<file path="src/rtl/axi_xbar_pkg.sv">
// Shared definitions for the AXI crossbar: select-width helper and default
// depth of the per-output AW->W index FIFO.
package axi_xbar_pkg;

   localparam int FIFO_DEPTH_DEFAULT = 4;

   // A single source still needs a 1-bit select so downstream muxes keep a port.
   function automatic int sel_width(input int n);
      return (n <= 2) ? 1 : $clog2(n);
   endfunction

endpackage

</file>
<file path="src/rtl/axi_xbar_idx_fifo.sv">
// Synchronous FIFO of source indices recording AW grant order; the head
// steers W beats until WLAST pops it.
module axi_xbar_idx_fifo
   import axi_xbar_pkg::*;
#(
   parameter int DEPTH = FIFO_DEPTH_DEFAULT,
   parameter int W     = 2
) (
   input  logic         clk,
   input  logic         rst_n,
   input  logic         push,
   input  logic [W-1:0] push_idx,
   input  logic         pop,
   output logic         full,
   output logic         empty,
   output logic [W-1:0] head
);

   localparam int PTR_W = $clog2(DEPTH);
   localparam int CNT_W = PTR_W + 1;
   localparam logic [PTR_W-1:0] PTR_LAST = PTR_W'(DEPTH - 1);
   localparam logic [CNT_W-1:0] CNT_FULL = CNT_W'(DEPTH);

   logic [W-1:0]     mem [DEPTH];
   logic [PTR_W-1:0] wr_ptr;
   logic [PTR_W-1:0] rd_ptr;
   logic [CNT_W-1:0] count;
   logic             do_push;
   logic             do_pop;

   assign full    = (count == CNT_FULL);
   assign empty   = (count == '0);
   assign do_push = push & ~full;
   assign do_pop  = pop & ~empty;

   // Report index 0 while empty so W select is deterministic after reset.
   assign head = empty ? '0 : mem[rd_ptr];

   always_ff @(posedge clk) begin
      if (do_push) begin
         mem[wr_ptr] <= push_idx;
      end
   end

   always_ff @(posedge clk) begin
      if (!rst_n) begin
         wr_ptr <= '0;
         rd_ptr <= '0;
         count  <= '0;
      end else begin
         if (do_push) begin
            wr_ptr <= (wr_ptr == PTR_LAST) ? '0 : wr_ptr + 1'b1;
         end
         if (do_pop) begin
            rd_ptr <= (rd_ptr == PTR_LAST) ? '0 : rd_ptr + 1'b1;
         end
         case ({do_push, do_pop})
            2'b10:   count <= count + 1'b1;
            2'b01:   count <= count - 1'b1;
            default: count <= count;
         endcase
      end
   end

endmodule

</file>
<file path="src/rtl/axi_xbar_aw_sched.sv">
// Write-address scheduler for one crossbar output: locking round-robin AW
// arbitration, source-tagged IDs, and in-order W steering from a grant FIFO.
//
// Handshakes: a transfer happens in a cycle where valid and ready are both
// high; valid never depends on ready, and a raised valid (with its payload)
// holds until the transfer.
module axi_xbar_aw_sched
   import axi_xbar_pkg::*;
#(
   parameter int NB_REQ     = 4,
   parameter int ID_WIDTH   = 4,
   parameter int FIFO_DEPTH = FIFO_DEPTH_DEFAULT,
   localparam int SEL_W     = sel_width(NB_REQ)
) (
   input  logic                         clk,
   input  logic                         rst_n,
   input  logic [NB_REQ-1:0]            req_aw_valid_i,
   output logic [NB_REQ-1:0]            req_aw_ready_o,
   input  logic [NB_REQ*ID_WIDTH-1:0]   req_aw_id_i,
   output logic                         aw_valid_o,
   input  logic                         aw_ready_i,
   output logic [ID_WIDTH+SEL_W-1:0]    aw_id_o,
   output logic [SEL_W-1:0]             aw_sel_o,
   input  logic [NB_REQ-1:0]            req_w_valid_i,
   input  logic [NB_REQ-1:0]            req_w_last_i,
   output logic [NB_REQ-1:0]            req_w_ready_o,
   output logic                         w_valid_o,
   output logic                         w_last_o,
   input  logic                         w_ready_i,
   output logic [SEL_W-1:0]             w_sel_o
);

   localparam logic [SEL_W:0]   NB_REQ_EXT = (SEL_W + 1)'(NB_REQ);
   localparam logic [SEL_W-1:0] LAST_IDX   = SEL_W'(NB_REQ - 1);

   logic [SEL_W-1:0]    rr_q;
   logic                lock_q;
   logic [SEL_W-1:0]    lock_idx_q;

   logic [2*NB_REQ-1:0] req_dbl;
   logic [2*NB_REQ-1:0] req_shift;
   logic [NB_REQ-1:0]   req_rot;
   logic [SEL_W-1:0]    rot_off;
   logic [SEL_W:0]      idx_sum;
   logic [SEL_W-1:0]    arb_idx;
   logic [SEL_W-1:0]    winner;
   logic                cand_valid;
   logic                aw_hs;

   logic                fifo_full;
   logic                fifo_empty;
   logic [SEL_W-1:0]    fifo_head;
   logic                w_pop;

   logic [ID_WIDTH-1:0] id_arr [NB_REQ];

   for (genvar g = 0; g < NB_REQ; g++) begin : g_id
      assign id_arr[g] = req_aw_id_i[g*ID_WIDTH +: ID_WIDTH];
   end

   // Rotate requests so rr_q sits at bit 0, pick the lowest set bit, then
   // rotate the offset back into a source index.
   assign req_dbl   = {req_aw_valid_i, req_aw_valid_i};
   assign req_shift = req_dbl >> rr_q;
   assign req_rot   = req_shift[NB_REQ-1:0];

   always_comb begin
      rot_off = '0;
      for (int i = NB_REQ - 1; i >= 0; i--) begin
         if (req_rot[i]) begin
            rot_off = SEL_W'(i);
         end
      end
   end

   assign idx_sum = {1'b0, rr_q} + {1'b0, rot_off};
   assign arb_idx = (idx_sum >= NB_REQ_EXT) ? SEL_W'(idx_sum - NB_REQ_EXT)
                                            : idx_sum[SEL_W-1:0];

   // A stalled grant is frozen so the offered AW stays stable until accepted.
   assign winner     = lock_q ? lock_idx_q : arb_idx;
   assign cand_valid = lock_q ? req_aw_valid_i[lock_idx_q] : (|req_aw_valid_i);

   assign aw_valid_o     = cand_valid & ~fifo_full;
   assign aw_hs          = aw_valid_o & aw_ready_i;
   assign aw_sel_o       = winner;
   assign aw_id_o        = {winner, id_arr[winner]};
   assign req_aw_ready_o = aw_hs ? (NB_REQ'(1) << winner) : '0;

   always_ff @(posedge clk) begin
      if (!rst_n) begin
         rr_q       <= '0;
         lock_q     <= 1'b0;
         lock_idx_q <= '0;
      end else if (aw_hs) begin
         rr_q   <= (winner == LAST_IDX) ? '0 : winner + 1'b1;
         lock_q <= 1'b0;
      end else if (aw_valid_o) begin
         lock_q     <= 1'b1;
         lock_idx_q <= winner;
      end
   end

   axi_xbar_idx_fifo #(
      .DEPTH (FIFO_DEPTH),
      .W     (SEL_W)
   ) u_idx_fifo (
      .clk      (clk),
      .rst_n    (rst_n),
      .push     (aw_hs),
      .push_idx (winner),
      .pop      (w_pop),
      .full     (fifo_full),
      .empty    (fifo_empty),
      .head     (fifo_head)
   );

   assign w_sel_o       = fifo_head;
   assign w_valid_o     = ~fifo_empty & req_w_valid_i[fifo_head];
   assign w_last_o      = req_w_last_i[fifo_head];
   assign req_w_ready_o = (~fifo_empty & w_ready_i) ? (NB_REQ'(1) << fifo_head) : '0;
   assign w_pop         = w_valid_o & w_ready_i & w_last_o;

endmodule

</file>
<file path="config.mk">
export PLATFORM = sky130hd
export DESIGN_NAME = axi_xbar_aw_sched
export DESIGN_NICKNAME = d
export VERILOG_FILES = /design/src/rtl/axi_xbar_pkg.sv /design/src/rtl/axi_xbar_idx_fifo.sv /design/src/rtl/axi_xbar_aw_sched.sv
export SDC_FILE = /design/constraint.sdc
export NUM_CORES = 1
export LEC_CHECK = 0
export ABC_AREA = 1
export BUFFER_PORTS_ARGS = -buffer_cell sky130_fd_sc_hd__buf_2
export CAP_MARGIN = 20
export CORE_MARGIN = 5
export CORE_UTILIZATION = 50
export DETAILED_ROUTE_END_ITERATION = 6
export PLACE_DENSITY = 0.77
export SYNTH_ARGS = -nofsm -noshare
export SYNTH_HDL_FRONTEND = slang
export SYNTH_HIERARCHICAL = 1
export SYNTH_SLANG_ARGS = --single-unit
</file>
<file path="constraint.sdc">
create_clock -name clk -period 3.3 [get_ports clk]
set_clock_uncertainty 0.1 [all_clocks]
set_input_delay 0 -clock clk [delete_from_list [all_inputs] [get_ports clk]]
set_output_delay 0 -clock clk [all_outputs]
set_load 0.1 [all_outputs]
</file>
# After elaboration in Yosys (flattened, before gate mapping)
# Memories as Yosys holds them, arrays and structs flattened. A register that Yosys moved wholly into a read port is not among the register bits.
# Index checks and enable logic that the tools add are counted.
# totals
output_inout_bits	21
memories	1
elab_cells	72
register_bits	12
ramBits	8
# op_classes
add_sub_neg	7
bitwise	13
shifts	3
eq_ne	6
n_reduce_logical	5
order_cmp	4
n_mux	27
# memory_table
name	depth	width	read_ports	rd_ports_with_merged_regs	wr	line	text
u_idx_fifo.mem	4	2	1	1	1	axi_xbar_idx_fifo.sv:24	logic [W-1:0] mem [DEPTH];
# ops
operator	n
$mux W2	12
$mux W4	4
$and A1 B1 Y1	8
$bmux W4 S2	1
$eq A2 B2 Y1 const B	4
$shl A1 B2 Y4 const A	2
$shr A8 B2 Y4	1
$add A2 B1 Y2 const B	3
$bmux W1 S2	3
$ge A3 B3 Y1 const B	2
$lt A2 B3 Y1 const B	2
$mux W1	6
$pmux W3 S2	1
$not A1 Y1	4
$reduce_or A4 Y1	1
$add A2 B2 Y3	1
$add A3 B1 Y3 const B	1
$eq A3 B3 Y1 const B	1
$logic_not A3 Y1	1
$not A2 Y3	1
$sub A3 B1 Y3 const B	1
$eq A2 B1 Y1 const B	1
$reduce_and A2 Y1	1
$reduce_bool A2 Y1	1
2 further kinds	2

# Longest topological paths before layout
# depth
ltp_word	13
ltp_mapped	21
depth_no_buf	21

# Hierarchy
# Netlist, hierarchy kept.
# modules_own_cells
mod	area_each_um2	cells_each	instances
axi_xbar_idx_fifo	838.3	97	1
axi_xbar_aw_sched	837.1	157	1

# Worst setup path after synthesis
# Ideal clock, no wire load.
# synth_path
path_type	register -> register
from	register (tool-made name)
to	register u_idx_fifo.count[2]
setup_slack_ps	-1771
n_path_buf	0
required_ps	3090
t_arrival_ps	4862
stages_incl_launch_ff	21
synth_period_minus_slack_ps	5071
cell_sequence	dfxtp_1 nor2_1 nor2_1 o21ai_1 a21oi_1 inv_1 nor2_1 a22oi_1 nand3_1 and3_1 nand2_2 inv_1 ha_1 inv_1 fa_1 inv_1 nand2_1 nand3_1 nand2_1 inv_1 nor2_1
# synth_rtl
item	line	text
end signal, assigned	axi_xbar_idx_fifo.sv:58	2'b10: count <= count + 1'b1;
end signal, assigned	axi_xbar_idx_fifo.sv:59	2'b01: count <= count - 1'b1;
end signal, assigned	axi_xbar_idx_fifo.sv:60	default: count <= count;
end, declared	axi_xbar_idx_fifo.sv:27	logic [CNT_W-1:0] count;

# Worst setup path after layout
# layout_path
from	register rr_q[0]
to	output req_aw_ready_o[3]
# layout_between
elab_chain_cells	11
# layout_lines
item	line	text
start, declared	axi_xbar_aw_sched.sv:36	logic [SEL_W-1:0] rr_q;
start signal, assigned	axi_xbar_aw_sched.sv:96	rr_q <= (winner == LAST_IDX) ? '0 : winner + 1'b1;
$shr A8 B2 Y4	axi_xbar_aw_sched.sv:64	assign req_shift = req_dbl >> rr_q;
$mux W2 (4 in series)	axi_xbar_aw_sched.sv:70	if (req_rot[i]) begin
$add A2 B2 Y3 (*)	axi_xbar_aw_sched.sv:76	assign idx_sum = {1'b0, rr_q} + {1'b0, rot_off};
$ge A3 B3 Y1 or $sub A2 B1 Y2 (tied branches)	axi_xbar_aw_sched.sv:77	assign arb_idx = (idx_sum >= NB_REQ_EXT) ? SEL_W'(idx_sum - NB_REQ_EXT)
$mux W2 (*)	axi_xbar_aw_sched.sv:77	
$mux W2 (*)	axi_xbar_aw_sched.sv:81	assign winner = lock_q ? lock_idx_q : arb_idx;
$shl A1 B2 Y4 (*)	axi_xbar_aw_sched.sv:88	assign req_aw_ready_o = aw_hs ? (NB_REQ'(1) << winner) : '0;
$mux W4 (*)	axi_xbar_aw_sched.sv:88	
end, declared	axi_xbar_aw_sched.sv:18	output logic [NB_REQ-1:0] req_aw_ready_o,
# Mark *: on every way between the ends. The rest lies on a longest branch, timed or not.

==> implementation parameters <==
Parameter                              Value

Timing
  Number of max-slew violations in the final report    0
  Sum of negative setup slack    0 ns
  Max-Slew Margin vs Limit    between 60 and 70%
  Worst-margin pin slew    slightly below 0.5 ns
  Post-route fraction of the period consumed by the critical path    91.3%
  Total of endpoints with negative setup slack in the final report    0
  Shortest period the worst path allows    3.01 ns
  Final Hold Vio Count    0
  Setup repair after global routing missed its margin    false
  Fmax    between 300 and 400 MHz

GRT
  GRT Resource Usage Total    between 15 and 20%
  Global-route wire length before repair    between 6 and 7 mm
  Initial antenna violation count    0
  Vias in the first global route    ~1500
  Global route total overflow    0
  Pin count of the biggest net entering global routing    17

Setup path
  Sort of element at the start of the critical path    flip-flop
  Worst reg-to-reg setup slack    roughly 0.50 ns
  Worst r2r dst    u_idx_fifo/count[2]
  Category of the most critical setup path    flip-flop to output port
  Crit path DAT    about 2.9 ns
  Worst-path fanout max    8
  Required time of the critical path    roughly 3.2 ns
  Reg2Reg Depth    19
  Setup crit end kind    output port
  Start of the worst register-to-register path    u_idx_fifo/count[1]

Die
  Core Box Area    roughly 0.0033 mm2
  Die Span Y    just under 70 um
  Die area    ~0.0046 mm2
  Starting density of the core    51.0%
  Row Count    21
  Number of primary I/O pins    53
  Floorplan die width    just under 70 um

Route
  Number of iterations in the first detailed-routing pass    4
  DR vias    1714
  DRC violation total after the first TritonRoute iteration    72
  Antenna viol nets, final    0
  Vias per cell    4.86
  Total Routed Length    between 3 and 4 mm
  Routed WL per cell    10.7 um
  Detailed-route DRC error count    0

Clocking
  Total setup buffers inserted after CTS    0
  Buffers from clock root to sink, at most    2
  Post_cts resized    0
  Source-to-sink clock delay at the later pin of the worst-skew pair    approximately 0.31 ns
  Clock transition at path regs    ~0.13 ns
  CTS HTree Levels    1
  TritonCTS clock tree    built
  Num CTS Buffers    3
  Clock Root Buffer    clkbuf_4
  Number of sinks handled by clock tree synthesis    22

Synth
  Post-synthesis cell count    about 250
  Flip-flop and latch count after synthesis    22
  Flip-flop cell with the highest count after synthesis    dfxtp_1
  Share of flip-flops with an asynchronous set or reset after synthesis    0%
  Net Count, Synth    approximately 300
  Count of synthesis-stage warnings from yosys    6
  Sequential area share after synthesis    between 30% and 40%
  Total standard cell area after synthesis    about 0.0017 mm2
  Post-Synthesis Mean Instance Area    6.60 um2
  Post-synthesis cell type count    34
  Number of synthesized flops with an enable pin    8

Pwr
  Cell area power density    roughly 950 mW/mm2
  NetSw    0.00128 W
  Sequential share of power    around 18%
  Clock Power Share    a little over a tenth
  Worst IR drop on VDD    about 0.00037 V
  LEAKAGE    ~1.1 nW
  Part of the power in combinational logic    71.1%
  Internal power    0.000727 W
  Fraction of power spent switching nets    approximately 64%

Finish
  Number of diodes added for antenna fixing    0
  Net total in the final layout    349
  Post-synthesis to final-layout area growth    26.0%
  Share of final-layout standard cells stronger than drive strength 1    between 30% and 40%
  Summed area of non-filler cells in the final layout    ~0.0021 mm2
  Fill cell total of the finished layout    330

Placed design
  Detailed placer's ending HPWL    approximately 3 mm
  Final weighted congestion in routability-driven placement    about 0.78
  Post-detailed-placement cell area    0.00205 mm2
  Count of buffers from port buffering    52

Min path
  Hold Crit Endpoint    lock_idx_q[1]
  Worst min-delay path class    primary input to flip-flop
  Hold path start    aw_ready_i
  Number of instances on the worst hold path    6

Run status
  Run status    finished clean

Run
  Max-Cap Viols    0
[logic make-up after synthesis]
logic type / after synthesis / share of synthesized area (%)
fa+ha+maj: 9 / 7.17
xor+xnor: 1 / 0.523
compound gates: 21 / 7.09
flops: 22 / 31.1
buf+inv: 46 / 11.0
simple gates: 155 / 43.2
[how the worst max path moves through the flow]
stage / start / endpoint / slack [ns] / cells past startpoint
final: rr_q[0] / req_aw_ready_o[3] / 0.29 / 16
after global routing: rr_q[0] / req_aw_ready_o[3] / 0.009 / 16
after detailed placement: u_idx_fifo/count[1] / u_idx_fifo/count[2] / 0.54 / 20
after CTS: rr_q[0] / req_aw_ready_o[3] / 0.27 / 16
after global placement: flip-flop / u_idx_fifo/count[2] / 0.60 / 21
after floorplan: u_idx_fifo/count[1] / u_idx_fifo/count[2] / -0.11 / 20
[layout make-up]
cell class              count  area [um2]  area share [%]
well taps                  46        57.6            2.73
multi-input cells         186        1050            49.6
flip-flops and latches     22         522            24.7
clock buffers               3        22.5            1.07
repair buffers             54         278            13.2
clock inverters             1        30.0            1.42
inverters                  41         155            7.35
[worst max-delay path: stages (launching register included)]
cell and delay, ns:
dfxtp_1 0.48, inv_2 0.08, nand2_1 0.08, nand3_1 0.07, nand2_1 0.10, nand3_1 0.07
a21boi_0 0.18, ha_1 0.19, xor2_1 0.21, inv_1 0.10, nand2_4 0.08, nand3_4 0.12
nand2_1 0.11, ha_1 0.15, inv_1 0.04, nor2_1 0.10, buf_2 0.43
[state kept, by name (all words and copies together), names as in the netlist, named ones only]
signal / count
u_idx_fifo/mem: 8
u_idx_fifo/count: 3
lock_idx_q: 2
rr_q: 2
u_idx_fifo/rd_ptr: 2
u_idx_fifo/wr_ptr: 2
lock_q: 1
[per-layer routing]
layer	GRT usage, %	wire length, um	vias to the layer above
met2	32.0	1990	34
met5	0	0	-
met1	19.6	1610	772
met3	2.63	163	2
li1	-	-	906
met4	6.20	27	0
[cell usage in the layout (no fill, tap or decap), drive strengths merged]
| cell | count |
|---|---|
| nand2 | 91 |
| buf | 53 |
| inv | 39 |
| nor2 | 33 |
| nand3 | 25 |
| dfxtp | 14 |
| a21oi | 10 |
| edfxtp | 8 |
| ha | 8 |
| o21ai | 7 |
| clkbuf | 3 |
| o211ai | 2 |
| nand4 | 2 |
| clkinv | 2 |
| nor3 | 2 |
| xor2 | 1 |
| a21boi | 1 |
| a22oi | 1 |
| and3 | 1 |
| bufinv | 1 |
| dlygate4sd3 | 1 |
| nand3b | 1 |
| fa | 1 |
[Yosys cell counts (2+ instances only)]
cell | number | area share, %
nand2_4 | 4 | 2.7
a21oi_1 | 9 | 2.7
nand3_1 | 22 | 6.6
edfxtp_1 | 8 | 14
dfxtp_1 | 14 | 17
inv_1 | 32 | 7.2
buf_4 | 2 | 0.90
ha_1 | 8 | 6.0
inv_2 | 7 | 1.6
nor2_1 | 30 | 6.7
nand3_2 | 2 | 1.2
o211ai_1 | 2 | 0.90
nor3_1 | 2 | 0.60
nand2_2 | 7 | 2.6
o21ai_1 | 3 | 0.90
nand4_1 | 2 | 0.75
o21ai_0 | 4 | 1.2
nand2_1 | 80 | 18
[power groups by stage]
stage / Sequential (W) / Combinational (W) / Clock (W)
floorplan: 0.000363 / 0.00125 / 0
global placement: 0.000376 / 0.00141 / 0
detailed placement: 0.000376 / 0.00143 / 0
CTS: 0.000370 / 0.00143 / 0.000212
global route: 0.000376 / 0.00151 / 0.000226
finish: 0.000370 / 0.00143 / 0.000210
[through the flow]
step / hold slack, ns / instances / power, W / util (%) / worst slack (ns)
final: 0.0819 / 353 / 0.00201 / 64.3 / 0.287
after global routing: 0.111 / 353 / 0.00211 / 64.3 / 0.00858
after CTS: 0.0819 / 353 / 0.00201 / 64.3 / 0.268
after detailed placement: 0.231 / 348 / 0.00180 / 62.4 / 0.536
after global placement: 0.229 / 348 / 0.00179 / 62.4 / 0.603
after floorplan: 0.0207 / 254 / 0.00161 / - / -0.106
[timing repair]
action                                  CTS  global route
endpoints found under the hold margin    13             0
endpoints found under the setup margin    0             0
hold buffers                              1             0
Power figures use the tool's default switching activity.
